$ cat config.mk
export PLATFORM = sky130hd
export DESIGN_NAME = pipeline_ctrl_flat
export DESIGN_NICKNAME = d
export VERILOG_FILES = /design/src/rtl/pipeline_ctrl_pkg.sv /design/src/rtl/pipeline_ctrl_if.sv /design/src/rtl/pipeline_ctrl_hazard_detect.sv /design/src/rtl/pipeline_ctrl.sv /design/src/flat_wrapper.sv
export SDC_FILE = /design/constraint.sdc
export NUM_CORES = 1
export LEC_CHECK = 0
export ABC_AREA = 1
export CAP_MARGIN = 0
export CORE_MARGIN = 2
export CORE_UTILIZATION = 30
export CTS_CLUSTER_SIZE = 40
export DETAILED_ROUTE_END_ITERATION = 16
export GPL_TIMING_DRIVEN = 1
export SKIP_LAST_GASP = 1
export SYNTH_ARGS = -nofsm -noshare
export SYNTH_HDL_FRONTEND = slang
export SYNTH_HIERARCHICAL = 1
export SYNTH_SLANG_ARGS = --single-unit
$ cat constraint.sdc
create_clock -name clk -period 2.3 [get_ports clk]
set_clock_uncertainty 0.1 [all_clocks]
set_input_delay 0.46 -clock clk [delete_from_list [all_inputs] [get_ports clk]]
set_output_delay 0.46 -clock clk [all_outputs]
set_load 0.02 [all_outputs]
$ cat src/rtl/pipeline_ctrl_pkg.sv
// pipeline_ctrl_pkg
// Shared types and constants for the pipeline sequencing controller.
//   pipe_state_t : FSM state encoding (RUN, BUBBLE, WAIT), observable on the state port.
//   pipe_ctrl_t  : bundle of the five register enables and three bubble flushes.
//   CTRL_*       : the fixed control patterns the decoder chooses between.
package pipeline_ctrl_pkg;

    typedef enum logic [1:0] {
        PIPE_RUN    = 2'd0,
        PIPE_BUBBLE = 2'd1,
        PIPE_WAIT   = 2'd2
    } pipe_state_t;

    typedef struct packed {
        logic pc_en;
        logic if_id_en;
        logic id_ex_en;
        logic ex_mem_en;
        logic mem_wb_en;
        logic if_id_flush;
        logic id_ex_flush;
        logic mem_wb_flush;
    } pipe_ctrl_t;

    localparam logic [4:0] REG_ZERO = 5'd0;

    // Everything held, every stage loads a bubble while reset is asserted.
    localparam pipe_ctrl_t CTRL_RESET     = '{1'b0, 1'b0, 1'b0, 1'b0, 1'b0, 1'b1, 1'b1, 1'b1};
    // Memory not ready: nothing advances, WB receives a bubble so no retire repeats.
    localparam pipe_ctrl_t CTRL_FREEZE    = '{1'b0, 1'b0, 1'b0, 1'b0, 1'b0, 1'b0, 1'b0, 1'b1};
    // Redirect: kill the two wrong-path instructions in IF/ID and ID/EX.
    localparam pipe_ctrl_t CTRL_REDIRECT  = '{1'b1, 1'b1, 1'b1, 1'b1, 1'b1, 1'b1, 1'b1, 1'b0};
    // Load-use: hold PC and IF/ID, push a bubble into EX.
    localparam pipe_ctrl_t CTRL_LOAD_USE  = '{1'b0, 1'b0, 1'b1, 1'b1, 1'b1, 1'b0, 1'b1, 1'b0};
    localparam pipe_ctrl_t CTRL_NORMAL    = '{1'b1, 1'b1, 1'b1, 1'b1, 1'b1, 1'b0, 1'b0, 1'b0};

endpackage

$ cat src/rtl/pipeline_ctrl_if.sv
// pipeline_ctrl_if
// Bundles the controller's hazard inputs and pipeline control outputs.
//   Inputs to controller : id_rs1_addr, id_rs2_addr, id_uses_rs1, id_uses_rs2,
//                          ex_rd_addr, ex_mem_read, ex_redirect, dmem_req, dmem_ready
//   Outputs              : five register enables, three flushes, state,
//                          stall_cnt, flush_cnt, mem_timeout
//   modport master : pipeline side (drives hazard inputs, consumes controls)
//   modport slave  : the controller itself
// CNT_W must match the CNT_W of the pipeline_ctrl instance attached to it.
interface pipeline_ctrl_if #(
    parameter int CNT_W = 32
);
    logic [4:0]       id_rs1_addr;
    logic [4:0]       id_rs2_addr;
    logic             id_uses_rs1;
    logic             id_uses_rs2;
    logic [4:0]       ex_rd_addr;
    logic             ex_mem_read;
    logic             ex_redirect;
    logic             dmem_req;
    logic             dmem_ready;

    logic             pc_en;
    logic             if_id_en;
    logic             id_ex_en;
    logic             ex_mem_en;
    logic             mem_wb_en;
    logic             if_id_flush;
    logic             id_ex_flush;
    logic             mem_wb_flush;
    logic [1:0]       state;
    logic [CNT_W-1:0] stall_cnt;
    logic [CNT_W-1:0] flush_cnt;
    logic             mem_timeout;

    modport master (
        output id_rs1_addr, id_rs2_addr, id_uses_rs1, id_uses_rs2,
               ex_rd_addr, ex_mem_read, ex_redirect, dmem_req, dmem_ready,
        input  pc_en, if_id_en, id_ex_en, ex_mem_en, mem_wb_en,
               if_id_flush, id_ex_flush, mem_wb_flush,
               state, stall_cnt, flush_cnt, mem_timeout
    );

    modport slave (
        input  id_rs1_addr, id_rs2_addr, id_uses_rs1, id_uses_rs2,
               ex_rd_addr, ex_mem_read, ex_redirect, dmem_req, dmem_ready,
        output pc_en, if_id_en, id_ex_en, ex_mem_en, mem_wb_en,
               if_id_flush, id_ex_flush, mem_wb_flush,
               state, stall_cnt, flush_cnt, mem_timeout
    );

endinterface

$ cat src/rtl/pipeline_ctrl_hazard_detect.sv
// hazard_detect
// Purely combinational load-use detector between ID and EX.
//   rs1_addr, rs2_addr   : source fields of the ID instruction
//   uses_rs1, uses_rs2   : whether ID actually reads each source
//   ex_rd_addr           : destination of the EX instruction
//   ex_mem_read          : EX instruction is a load
//   load_use             : ID needs a value the EX load has not produced yet
module hazard_detect
    import pipeline_ctrl_pkg::*;
(
    input  logic [4:0] rs1_addr,
    input  logic [4:0] rs2_addr,
    input  logic       uses_rs1,
    input  logic       uses_rs2,
    input  logic [4:0] ex_rd_addr,
    input  logic       ex_mem_read,
    output logic       load_use
);

    // x0 is hardwired to zero, so a load targeting it never creates a dependency.
    assign load_use = ex_mem_read && (ex_rd_addr != REG_ZERO) &&
                      ((uses_rs1 && (rs1_addr == ex_rd_addr)) ||
                       (uses_rs2 && (rs2_addr == ex_rd_addr)));

endmodule

$ cat src/rtl/pipeline_ctrl.sv
// pipeline_ctrl
// Pipeline sequencing controller for the 5-stage core. Resolves memory
// freezes, EX redirects and load-use hazards (in that priority) into
// register enables and bubble flushes, and keeps stall/flush counters plus
// a sticky memory-timeout flag.
//   clk, reset_n : clock and asynchronous active-low reset
//   bus          : pipeline_ctrl_if slave (hazard inputs, control outputs,
//                  state, stall_cnt, flush_cnt, mem_timeout)
// Parameters: MEM_TIMEOUT consecutive wait cycles before mem_timeout is set,
//             CNT_W width of the performance counters.
module pipeline_ctrl
    import pipeline_ctrl_pkg::*;
#(
    parameter int MEM_TIMEOUT = 64,
    parameter int CNT_W       = 32
) (
    input  logic             clk,
    input  logic             reset_n,
    pipeline_ctrl_if.slave   bus
);

    localparam int WAIT_W = $clog2(MEM_TIMEOUT + 1);
    localparam logic [WAIT_W-1:0] WAIT_MAX  = WAIT_W'(MEM_TIMEOUT);
    localparam logic [WAIT_W-1:0] WAIT_LAST = WAIT_W'(MEM_TIMEOUT - 1);

    pipe_state_t       state_q;
    pipe_state_t       state_d;
    pipe_ctrl_t        ctrl;
    logic              freeze;
    logic              load_use;
    logic [WAIT_W-1:0] wait_q;
    logic [CNT_W-1:0]  stall_q;
    logic [CNT_W-1:0]  flush_q;
    logic              timeout_q;

    hazard_detect u_hazard_detect (
        .rs1_addr    (bus.id_rs1_addr),
        .rs2_addr    (bus.id_rs2_addr),
        .uses_rs1    (bus.id_uses_rs1),
        .uses_rs2    (bus.id_uses_rs2),
        .ex_rd_addr  (bus.ex_rd_addr),
        .ex_mem_read (bus.ex_mem_read),
        .load_use    (load_use)
    );

    assign freeze = bus.dmem_req && !bus.dmem_ready;

    // Mealy decode. RUN, BUBBLE and WAIT all decode identically; the state
    // only records what the previous cycle did. Reset overrides the decode so
    // the pipeline is held and bubbled the instant reset_n falls.
    always_comb begin
        ctrl    = CTRL_NORMAL;
        state_d = PIPE_RUN;
        if (!reset_n) begin
            ctrl    = CTRL_RESET;
            state_d = PIPE_RUN;
        end else if (freeze) begin
            ctrl    = CTRL_FREEZE;
            state_d = PIPE_WAIT;
        end else if (bus.ex_redirect) begin
            // A load-use seen now involves a wrong-path ID instruction, so it is dropped.
            ctrl    = CTRL_REDIRECT;
            state_d = PIPE_RUN;
        end else if (load_use) begin
            ctrl    = CTRL_LOAD_USE;
            state_d = PIPE_BUBBLE;
        end
    end

    // State register.
    always_ff @(posedge clk or negedge reset_n) begin
        if (!reset_n) begin
            state_q <= PIPE_RUN;
        end else begin
            state_q <= state_d;
        end
    end

    // Saturating performance counters and the memory wait watchdog. A redirect
    // blocked by a freeze is only counted in the cycle it is actually applied.
    // The timeout flag is set on the edge that completes the MEM_TIMEOUT-th
    // consecutive frozen cycle.
    always_ff @(posedge clk or negedge reset_n) begin
        if (!reset_n) begin
            stall_q   <= '0;
            flush_q   <= '0;
            wait_q    <= '0;
            timeout_q <= 1'b0;
        end else begin
            if (!ctrl.pc_en && (stall_q != '1)) begin
                stall_q <= stall_q + 1'b1;
            end
            if (!freeze && bus.ex_redirect && (flush_q != '1)) begin
                flush_q <= flush_q + 1'b1;
            end
            if (freeze) begin
                if (wait_q != WAIT_MAX) begin
                    wait_q <= wait_q + 1'b1;
                end
                if (wait_q >= WAIT_LAST) begin
                    timeout_q <= 1'b1;
                end
            end else begin
                wait_q <= '0;
            end
        end
    end

    assign bus.pc_en        = ctrl.pc_en;
    assign bus.if_id_en     = ctrl.if_id_en;
    assign bus.id_ex_en     = ctrl.id_ex_en;
    assign bus.ex_mem_en    = ctrl.ex_mem_en;
    assign bus.mem_wb_en    = ctrl.mem_wb_en;
    assign bus.if_id_flush  = ctrl.if_id_flush;
    assign bus.id_ex_flush  = ctrl.id_ex_flush;
    assign bus.mem_wb_flush = ctrl.mem_wb_flush;
    assign bus.state        = state_q;
    assign bus.stall_cnt    = stall_q;
    assign bus.flush_cnt    = flush_q;
    assign bus.mem_timeout  = timeout_q;

endmodule

$ cat src/flat_wrapper.sv
// flat-port wrapper written by rule: the top's interface ports become plain ports
module pipeline_ctrl_flat import pipeline_ctrl_pkg::*;
#(
    parameter int MEM_TIMEOUT = 64,
    parameter int CNT_W       = 32
)
  (clk, reset_n, bus_id_rs1_addr, bus_id_rs2_addr, bus_id_uses_rs1, bus_id_uses_rs2, bus_ex_rd_addr, bus_ex_mem_read, bus_ex_redirect, bus_dmem_req, bus_dmem_ready, bus_pc_en, bus_if_id_en, bus_id_ex_en, bus_ex_mem_en, bus_mem_wb_en, bus_if_id_flush, bus_id_ex_flush, bus_mem_wb_flush, bus_state, bus_stall_cnt, bus_flush_cnt, bus_mem_timeout);
  pipeline_ctrl_if #(.CNT_W(CNT_W)) bus_i ();
  input  logic clk;
  input  logic reset_n;
  input wire logic [$bits(bus_i.id_rs1_addr)-1:0] bus_id_rs1_addr;
  input wire logic [$bits(bus_i.id_rs2_addr)-1:0] bus_id_rs2_addr;
  input wire logic [$bits(bus_i.id_uses_rs1)-1:0] bus_id_uses_rs1;
  input wire logic [$bits(bus_i.id_uses_rs2)-1:0] bus_id_uses_rs2;
  input wire logic [$bits(bus_i.ex_rd_addr)-1:0] bus_ex_rd_addr;
  input wire logic [$bits(bus_i.ex_mem_read)-1:0] bus_ex_mem_read;
  input wire logic [$bits(bus_i.ex_redirect)-1:0] bus_ex_redirect;
  input wire logic [$bits(bus_i.dmem_req)-1:0] bus_dmem_req;
  input wire logic [$bits(bus_i.dmem_ready)-1:0] bus_dmem_ready;
  output wire logic [$bits(bus_i.pc_en)-1:0] bus_pc_en;
  output wire logic [$bits(bus_i.if_id_en)-1:0] bus_if_id_en;
  output wire logic [$bits(bus_i.id_ex_en)-1:0] bus_id_ex_en;
  output wire logic [$bits(bus_i.ex_mem_en)-1:0] bus_ex_mem_en;
  output wire logic [$bits(bus_i.mem_wb_en)-1:0] bus_mem_wb_en;
  output wire logic [$bits(bus_i.if_id_flush)-1:0] bus_if_id_flush;
  output wire logic [$bits(bus_i.id_ex_flush)-1:0] bus_id_ex_flush;
  output wire logic [$bits(bus_i.mem_wb_flush)-1:0] bus_mem_wb_flush;
  output wire logic [$bits(bus_i.state)-1:0] bus_state;
  output wire logic [$bits(bus_i.stall_cnt)-1:0] bus_stall_cnt;
  output wire logic [$bits(bus_i.flush_cnt)-1:0] bus_flush_cnt;
  output wire logic [$bits(bus_i.mem_timeout)-1:0] bus_mem_timeout;
  assign bus_i.id_rs1_addr = bus_id_rs1_addr;
  assign bus_i.id_rs2_addr = bus_id_rs2_addr;
  assign bus_i.id_uses_rs1 = bus_id_uses_rs1;
  assign bus_i.id_uses_rs2 = bus_id_uses_rs2;
  assign bus_i.ex_rd_addr = bus_ex_rd_addr;
  assign bus_i.ex_mem_read = bus_ex_mem_read;
  assign bus_i.ex_redirect = bus_ex_redirect;
  assign bus_i.dmem_req = bus_dmem_req;
  assign bus_i.dmem_ready = bus_dmem_ready;
  assign bus_pc_en = bus_i.pc_en;
  assign bus_if_id_en = bus_i.if_id_en;
  assign bus_id_ex_en = bus_i.id_ex_en;
  assign bus_ex_mem_en = bus_i.ex_mem_en;
  assign bus_mem_wb_en = bus_i.mem_wb_en;
  assign bus_if_id_flush = bus_i.if_id_flush;
  assign bus_id_ex_flush = bus_i.id_ex_flush;
  assign bus_mem_wb_flush = bus_i.mem_wb_flush;
  assign bus_state = bus_i.state;
  assign bus_stall_cnt = bus_i.stall_cnt;
  assign bus_flush_cnt = bus_i.flush_cnt;
  assign bus_mem_timeout = bus_i.mem_timeout;
  pipeline_ctrl #(.MEM_TIMEOUT(MEM_TIMEOUT), .CNT_W(CNT_W)) u_core (.clk(clk), .reset_n(reset_n), .bus(bus_i));
endmodule
==> results by stage <==
Finish:
- The library cells used most frequently in the layout, excluding fill and tap cells, are sky130_fd_sc_hd__nand2_1, sky130_fd_sc_hd__nor2_1, sky130_fd_sc_hd__inv_1, sky130_fd_sc_hd__dfrtp_1, sky130_fd_sc_hd__clkdlybuf4s50_1.
- The most common cell after layout, fill and taps aside is sky130_fd_sc_hd__nand2_1.
- In the final layout, the share of cells above drive strength 1 is 9.55%.
- The core utilization of the finished layout is between 40 and 50%.
- Fill cells in the final layout number 1741.
- Compared with the post-synthesis result, the final layout area differs by 32.0%.
- The repair_antennas step left the layout with diodes totalling 0.
- The final layout contains 902 nets.

STA:
- The clock period minus final worst setup slack is 2220 ps.
- At the pin with the least slew margin, the transition time is 605 ps.
- The worst slew margin relative to its limit is 59.7%.
- Setup repair after global routing left no endpoint under its margin.
- Setup violations remaining at the end of the flow were counted as 0.
- Across all hold checks on the routed design, the worst slack comes to 99.1 ps.
- Timing would allow up to about 450 MHz.
- The worst path meets setup with between 70 and 80 ps of slack.
- The final sum of negative setup slack is 0 ps.
- Of the available clock period, the critical path in the final layout requires 96.7%.
- The final number of hold-violating endpoints is 0.
- The max-slew violation count is 0.

Synthesis:
- The arithmetic-cell share of the synthesized area counting full adders, half adders and majority gates is 1.01%.
- For this run, the register share of the synthesized area comes to a little under two fifths.
- The post-synthesis average cell area is 6.50 sq um.
- After synthesis, the largest family of logic cells by area is simple AND/OR/NAND/NOR gates.
- The summed instance area of the synthesized netlist is approximately 0.0049 sq mm.
- Multiplexer cells account for 0% of the synthesized area.
- The net count after synthesis is between 700 and 800.
- The number of synthesized register bits is 74.
- The xor-xnor portion of the synthesized cell area is 3.73%.
- The synthesized netlist devotes 2.28% of its cell area to compound gates.
- The Yosys step of the flow raised 6 warnings.
- Of the total synthesized cell area, the portion taken by AND, OR, NAND and NOR gates is 46.6%.
- Synthesis produced 759 cells.
- Counting distinct cell types in the post-synthesis netlist gives 28.

Power:
- Power spread over the standard cell area amounts to 569 mW/mm^2.
- Across the VDD grid, the largest voltage drop is around 0.47 mV.
- Summing internal, switching and leakage power gives 3710 uW.
- The standby leakage power is about 0.0029 uW.

Route:
- The first-pass iteration count of the detailed router is 5.
- The ratio of routed vias to standard cells is 4.49.
- The detail route stage leaves a number of antenna-violating nets equal to 0.
- The detailed router finished its first iteration with 288 violations.
- The DRC violations left is 0.
- The final routed wire length divided by cell count is ~12 um.
- The number of vias in the routed layout is 4925.
- The post-detailed-routing wire length is 13.5 mm.

CTS:
- The clock reaches the later pin of the worst-skew pair after 340 ps.
- CTS built an H-tree with a depth of 3.
- After clock tree synthesis, the clock-pin slew on the worst setup and hold paths is 60 ps.
- After clock tree synthesis, the flow added hold-fix buffers numbering 0.
- The clock root buffer master is sky130_fd_sc_hd__clkbuf_16.
- TritonCTS built the clock tree.
- Counting along the longest clock path gives a buffer depth of 2.
- Counting the buffers created by CTS gives 9.
- The clock net in this run drives a total of 74 sinks.

Setup path:
- The signal on the critical path passes through dlygate4sd2_1 -> inv_1 -> nand2_1 -> a21oi_2 -> nand3_1 -> a21oi_2 -> buf_4 -> nand2_2 -> nand3_2 -> inv_2 -> buf_4.
- The largest driver fanout on the critical path is 2.
- For this run, the slowest stage of the critical path takes 250 ps.
- Among all stages on the critical path, the largest delay is contributed by sky130_fd_sc_hd__dlygate4sd2_1.
- The number of buffers and inverters on the critical path is 5.
- The arrival time reported for the critical path endpoint is approximately 1700 ps.
- The critical path startpoint category is an input port.
- The dominant delay contributor by cell family on the critical path is buffers and inverters.
- The worst setup path is captured at an output port.
- The category of the critical setup timing path is in2out.
- The required arrival time at the worst endpoint is roughly 1700 ps.

Placed design:
- At the placement stage, the worst setup path has a slack of -739 ps.
- The congestion estimate from routability-driven global placement came to 0.866.
- The HPWL after detailed placement is roughly 10 mm.
- Port buffering added 97 buffers.

Floorplanning:
- For this design the top-level I/O count stands at between 90 and 100.
- The number of rows created at floorplan is 46.
- For this configuration, the core starts out at a cell density of 30.9%.
- The y dimension of the die is 132 um.
- The horizontal extent of the die is between 100 and 150 um.
- The total die area is 0.0175 sq mm.
- The floorplan step defined a core boundary enclosing 0.0160 sq mm.

Global routing:
- The initial antenna violation count is 0.
- The global-route wire length before repair is 22.6 mm.
- The largest net degree at the start of global routing is 46.
- The number of global-route vias before repair is 4552.
- In the global route stage, overall resource usage came out at 16.0%.
- The remaining global-route overflow is 0.

Min path:
- The path class of the tightest hold or removal check is in2async.

Run status:
- The run finished with clean final reports.

Job:
- The number of maximum-capacitance constraint violations is 0.
what timing repair did:
action                     4_1_cts  5_1_grt
setup buffers                    1        3
pin swaps                        9        9
resized for setup               43       23
setup endpoints to repair       32       14
synthesized netlist by cell type (all sizes together):
cell type  number  area, sq um
buf            13          119
o21ai          11         55.1
nor2          119          498
nand3b          9         67.6
nand2         336         1310
a21oi           7         35.0
nor3b           3         22.5
xor2            7         61.3
ha              4         50.1
nand4          21          131
nor3            4         20.0
nand3          49          250
xnor2          14          123
o21bai          3         22.5
or2             1         6.26
dfrtp          74         1850
inv            84          318
final cells by class:
type | count | area (sq um) | share of cell area [%]
clock buffer | 10 | 239 | 3.67
tap | 216 | 270 | 4.15
inverter | 84 | 318 | 4.88
sequential | 74 | 1850 | 28.4
clock inverter | 6 | 90.1 | 1.38
multi-input combinational | 588 | 2670 | 41.0
timing repair buffer | 118 | 1080 | 16.6
worst register-to-register path: cells and delay by family, from the launching register on:
family / cells / cell delay [ps]
AOI/OAI and AO/OA: 1 / 90
adders and majority gates: 1 / 260
buffers and inverters: 2 / 270
DFF: 1 / 450
and+or+nand+nor: 6 / 740
kinds of logic (layout without fill, tap and decap cells):
group,Yosys count,after routing
AO/OA/AOI/OAI,21,21
adder cells (fa/ha/maj),4,4
flip-flops,74,74
AND/OR/NAND/NOR,542,542
buffers and inverters,97,218
XOR/XNOR,21,21
worst paths after layout:
check	cells past startpoint	startpoint	endpoint	slack, ps
max	11	bus_id_rs2_addr[4]	bus_pc_en	80
min	2	reset_n	u_core/wait_q[2]	100
max reg2reg	10	u_core/bus.stall_cnt[0]	u_core/bus.stall_cnt[2]	290
min reg2reg	2	u_core/bus.mem_timeout	u_core/bus.mem_timeout	370
max in group asynchronous	2	reset_n	u_core/bus.flush_cnt[9]	1500
min in group clk	3	reset_n	u_core/bus.state[1]	310
through the flow:
step,instance area [sq um],std cells
floorplan,4940,759
global placement,6200,1077
detailed placement,6200,1077
CTS,6520,1094
global route,6520,1096
finish,6520,1096
registers in the layout (all words and copies together), names as in the netlist:
name	count
u_core/wait_q	7
u_core/bus.state	2
u_core/bus.stall_cnt	32
u_core/bus.mem_timeout	1
u_core/bus.flush_cnt	32
power breakdown:
group / total, uW / switching [uW] / leakage, uW / internal, uW
sequential: 1510 / 126 / 0.00101 / 1380
combinational: 647 / 357 / 0.00177 / 290
clock: 1550 / 574 / 0.000147 / 979
routing by layer:
layer / vias to the layer above / part of all wire (%) / global-route usage (%) / wire length (um)
li1: 2582 / - / - / -
met5: - / 0 / 0 / 0
met1: 2235 / 48 / 21.0 / 6490
met3: 12 / 4.6 / 3.46 / 617
met4: 0 / 1.3 / 4.96 / 182
met2: 96 / 46 / 26.5 / 6260
Power figures use the tool's default switching activity.
==> edit, RTL diff (same settings) <==
Reset style: synchronous (`reset_n`), changed in 2 clocked blocks. Comments in the files are not updated.
--- a/src/rtl/pipeline_ctrl.sv
+++ b/src/rtl/pipeline_ctrl.sv
@@ -70,3 +70,3 @@
     // State register.
-    always_ff @(posedge clk or negedge reset_n) begin
+    always_ff @(posedge clk) begin
         if (!reset_n) begin
@@ -82,3 +82,3 @@
     // consecutive frozen cycle.
-    always_ff @(posedge clk or negedge reset_n) begin
+    always_ff @(posedge clk) begin
         if (!reset_n) begin
Check against the original RTL: differs if reset_n is asserted again (counterexample within 4 cycles, from zero or initial values and one cycle with reset_n low); with reset_n held inactive, the same outputs for 10 cycles.
==> edit against the unedited design <==
Sequential share of layout area fell by 4.3 points; area after synthesis shrank 7.2%; critical path depth unchanged; via count increased by 2.4%; critical path type unchanged; synthesized cell count grew 1.1%; fmax rose by 0.75%; routed wire length decreased by 2.9%; setup slack improved by 0.016 ns; sequential cell count unchanged; global-route usage increased by 0.56 points; final area decreased by 5.6%; critical endpoint is now bus_if_id_en.
Power is not compared: it rests on default switching activity, and its combinational part moved more than twofold at a synthesized area within 25%.
==> edit: results (changes against the unedited design) <==
----------------------------------------------------
[Layout]
  Layout Nets ... 905 (+0.33%)
  Fraction of layout cells with a size suffix above 1 ... 9.40% (-0.15 points)

[Setup path]
  Maximum fanout along the worst path ... 3 (+1)
  Destination of the critical timing path ... bus_if_id_en
  Delay of the slowest cell on the worst path ... 0.21 ns (-0.04 ns)
  Crit Reg-Reg Startpoint ... u_core/bus.flush_cnt[1]$_SDFFE_PN0P_
  Depth of the worst register-to-register path ... 8 (-2)
  Worst flop-to-flop path endpoint ... u_core/bus.flush_cnt[17]$_SDFFE_PN0P_

[Global route]
  Overall Global Routing Usage ... 16.6% (+0.56 points)
  Number of global-route vias before repair ... 4,608 (+1.2%)
  Global Route met2 Usage ... 28.4% (+1.9 points)
  Wire length of the first global-routing pass ... 21,900 µm (-3.3%)
  Pin count of the biggest net entering global routing ... 48 (+4.3%)

[Clocking]
  Number of gates given a new drive strength after cts ... 40 (-7.0%)

[Placement]
  Number of placed cells counting well taps ... 1,054 (-2.1%)
  Placed Instance Area ... 5820 µm² (-6.2%)
  HPWL Detailed ... 9940 µm (-3.2%)
  Routability-driven placement congestion ratio ... 0.868 (+0.21%)

[Route]
  Detailed-routing wirelength on met1 ... 5960 µm (-8.1%)
  Met3 WL post-DR ... 760 µm (+23%)
  Number of vias per cell after detailed routing ... 4.71 (+4.7%)
  Number of vias in the routed layout ... 5,041 (+2.4%)

[Yosys]
  Number of nets in the synthesized netlist ... 794 (+1.0%)
  Gate count after technology mapping ... 767 (+1.1%)
  Main area contributors after synthesis ... sky130_fd_sc_hd__dfxtp_1 32%, sky130_fd_sc_hd__nand2_1 18%, sky130_fd_sc_hd__nor2_1 14%, sky130_fd_sc_hd__nand3_1 8.0%, sky130_fd_sc_hd__inv_1 6.3%
  Prevailing post-synth register cell ... sky130_fd_sc_hd__dfxtp_1
  Sequential area share after synthesis ... 32.3% (-5.2 points)

[Min path]
  Worst Hold Class ... flop to flop

[Run status]
  Result of the run ... finished clean

----------------------------------------------------
[edit: how the worst min path moves through the flow]
| stage | cells past startpoint | endpoint | slack [ns] | from |
|---|---|---|---|---|
| after floorplan | 2 | u_core/wait_q[1]$_SDFFE_PN0P_ | 0.36 | u_core/wait_q[1]$_SDFFE_PN0P_ |
| after global placement | 2 | u_core/bus.mem_timeout$_SDFFE_PN0P_ | 0.35 | u_core/bus.mem_timeout$_SDFFE_PN0P_ |
| after detailed placement | 2 | u_core/bus.mem_timeout$_SDFFE_PN0P_ | 0.35 | u_core/bus.mem_timeout$_SDFFE_PN0P_ |
| after CTS | 2 | u_core/bus.mem_timeout$_SDFFE_PN0P_ | 0.36 | u_core/bus.mem_timeout$_SDFFE_PN0P_ |
| after global routing | 2 | u_core/bus.mem_timeout$_SDFFE_PN0P_ | 0.38 | u_core/bus.mem_timeout$_SDFFE_PN0P_ |
| final | 2 | u_core/bus.mem_timeout$_SDFFE_PN0P_ | 0.35 | u_core/bus.mem_timeout$_SDFFE_PN0P_ |
[edit: cell type report]
| cell class | instances | area [µm²] | area share, % |
|---|---|---|---|
| flip-flops and latches | 74 | 1480 | 24.1 |
| repair buffers | 123 | 1130 | 18.4 |
| clock inverters | 1 | 30.0 | 0.488 |
| multi-input cells | 590 | 2680 | 43.6 |
| inverters | 80 | 303 | 4.92 |
| clock buffers | 15 | 288 | 4.68 |
| well taps | 188 | 235 | 3.83 |
[edit: kinds of logic after synthesis]
| family | share of synthesized area [%] |
|---|---|
| AOI/OAI and AO/OA | 6.88 |
| DFF | 32.3 |
| buffers and inverters | 9.91 |
| adders and majority gates | 1.09 |
| and+or+nand+nor | 47.9 |
| xor gates and xnor gates | 1.91 |
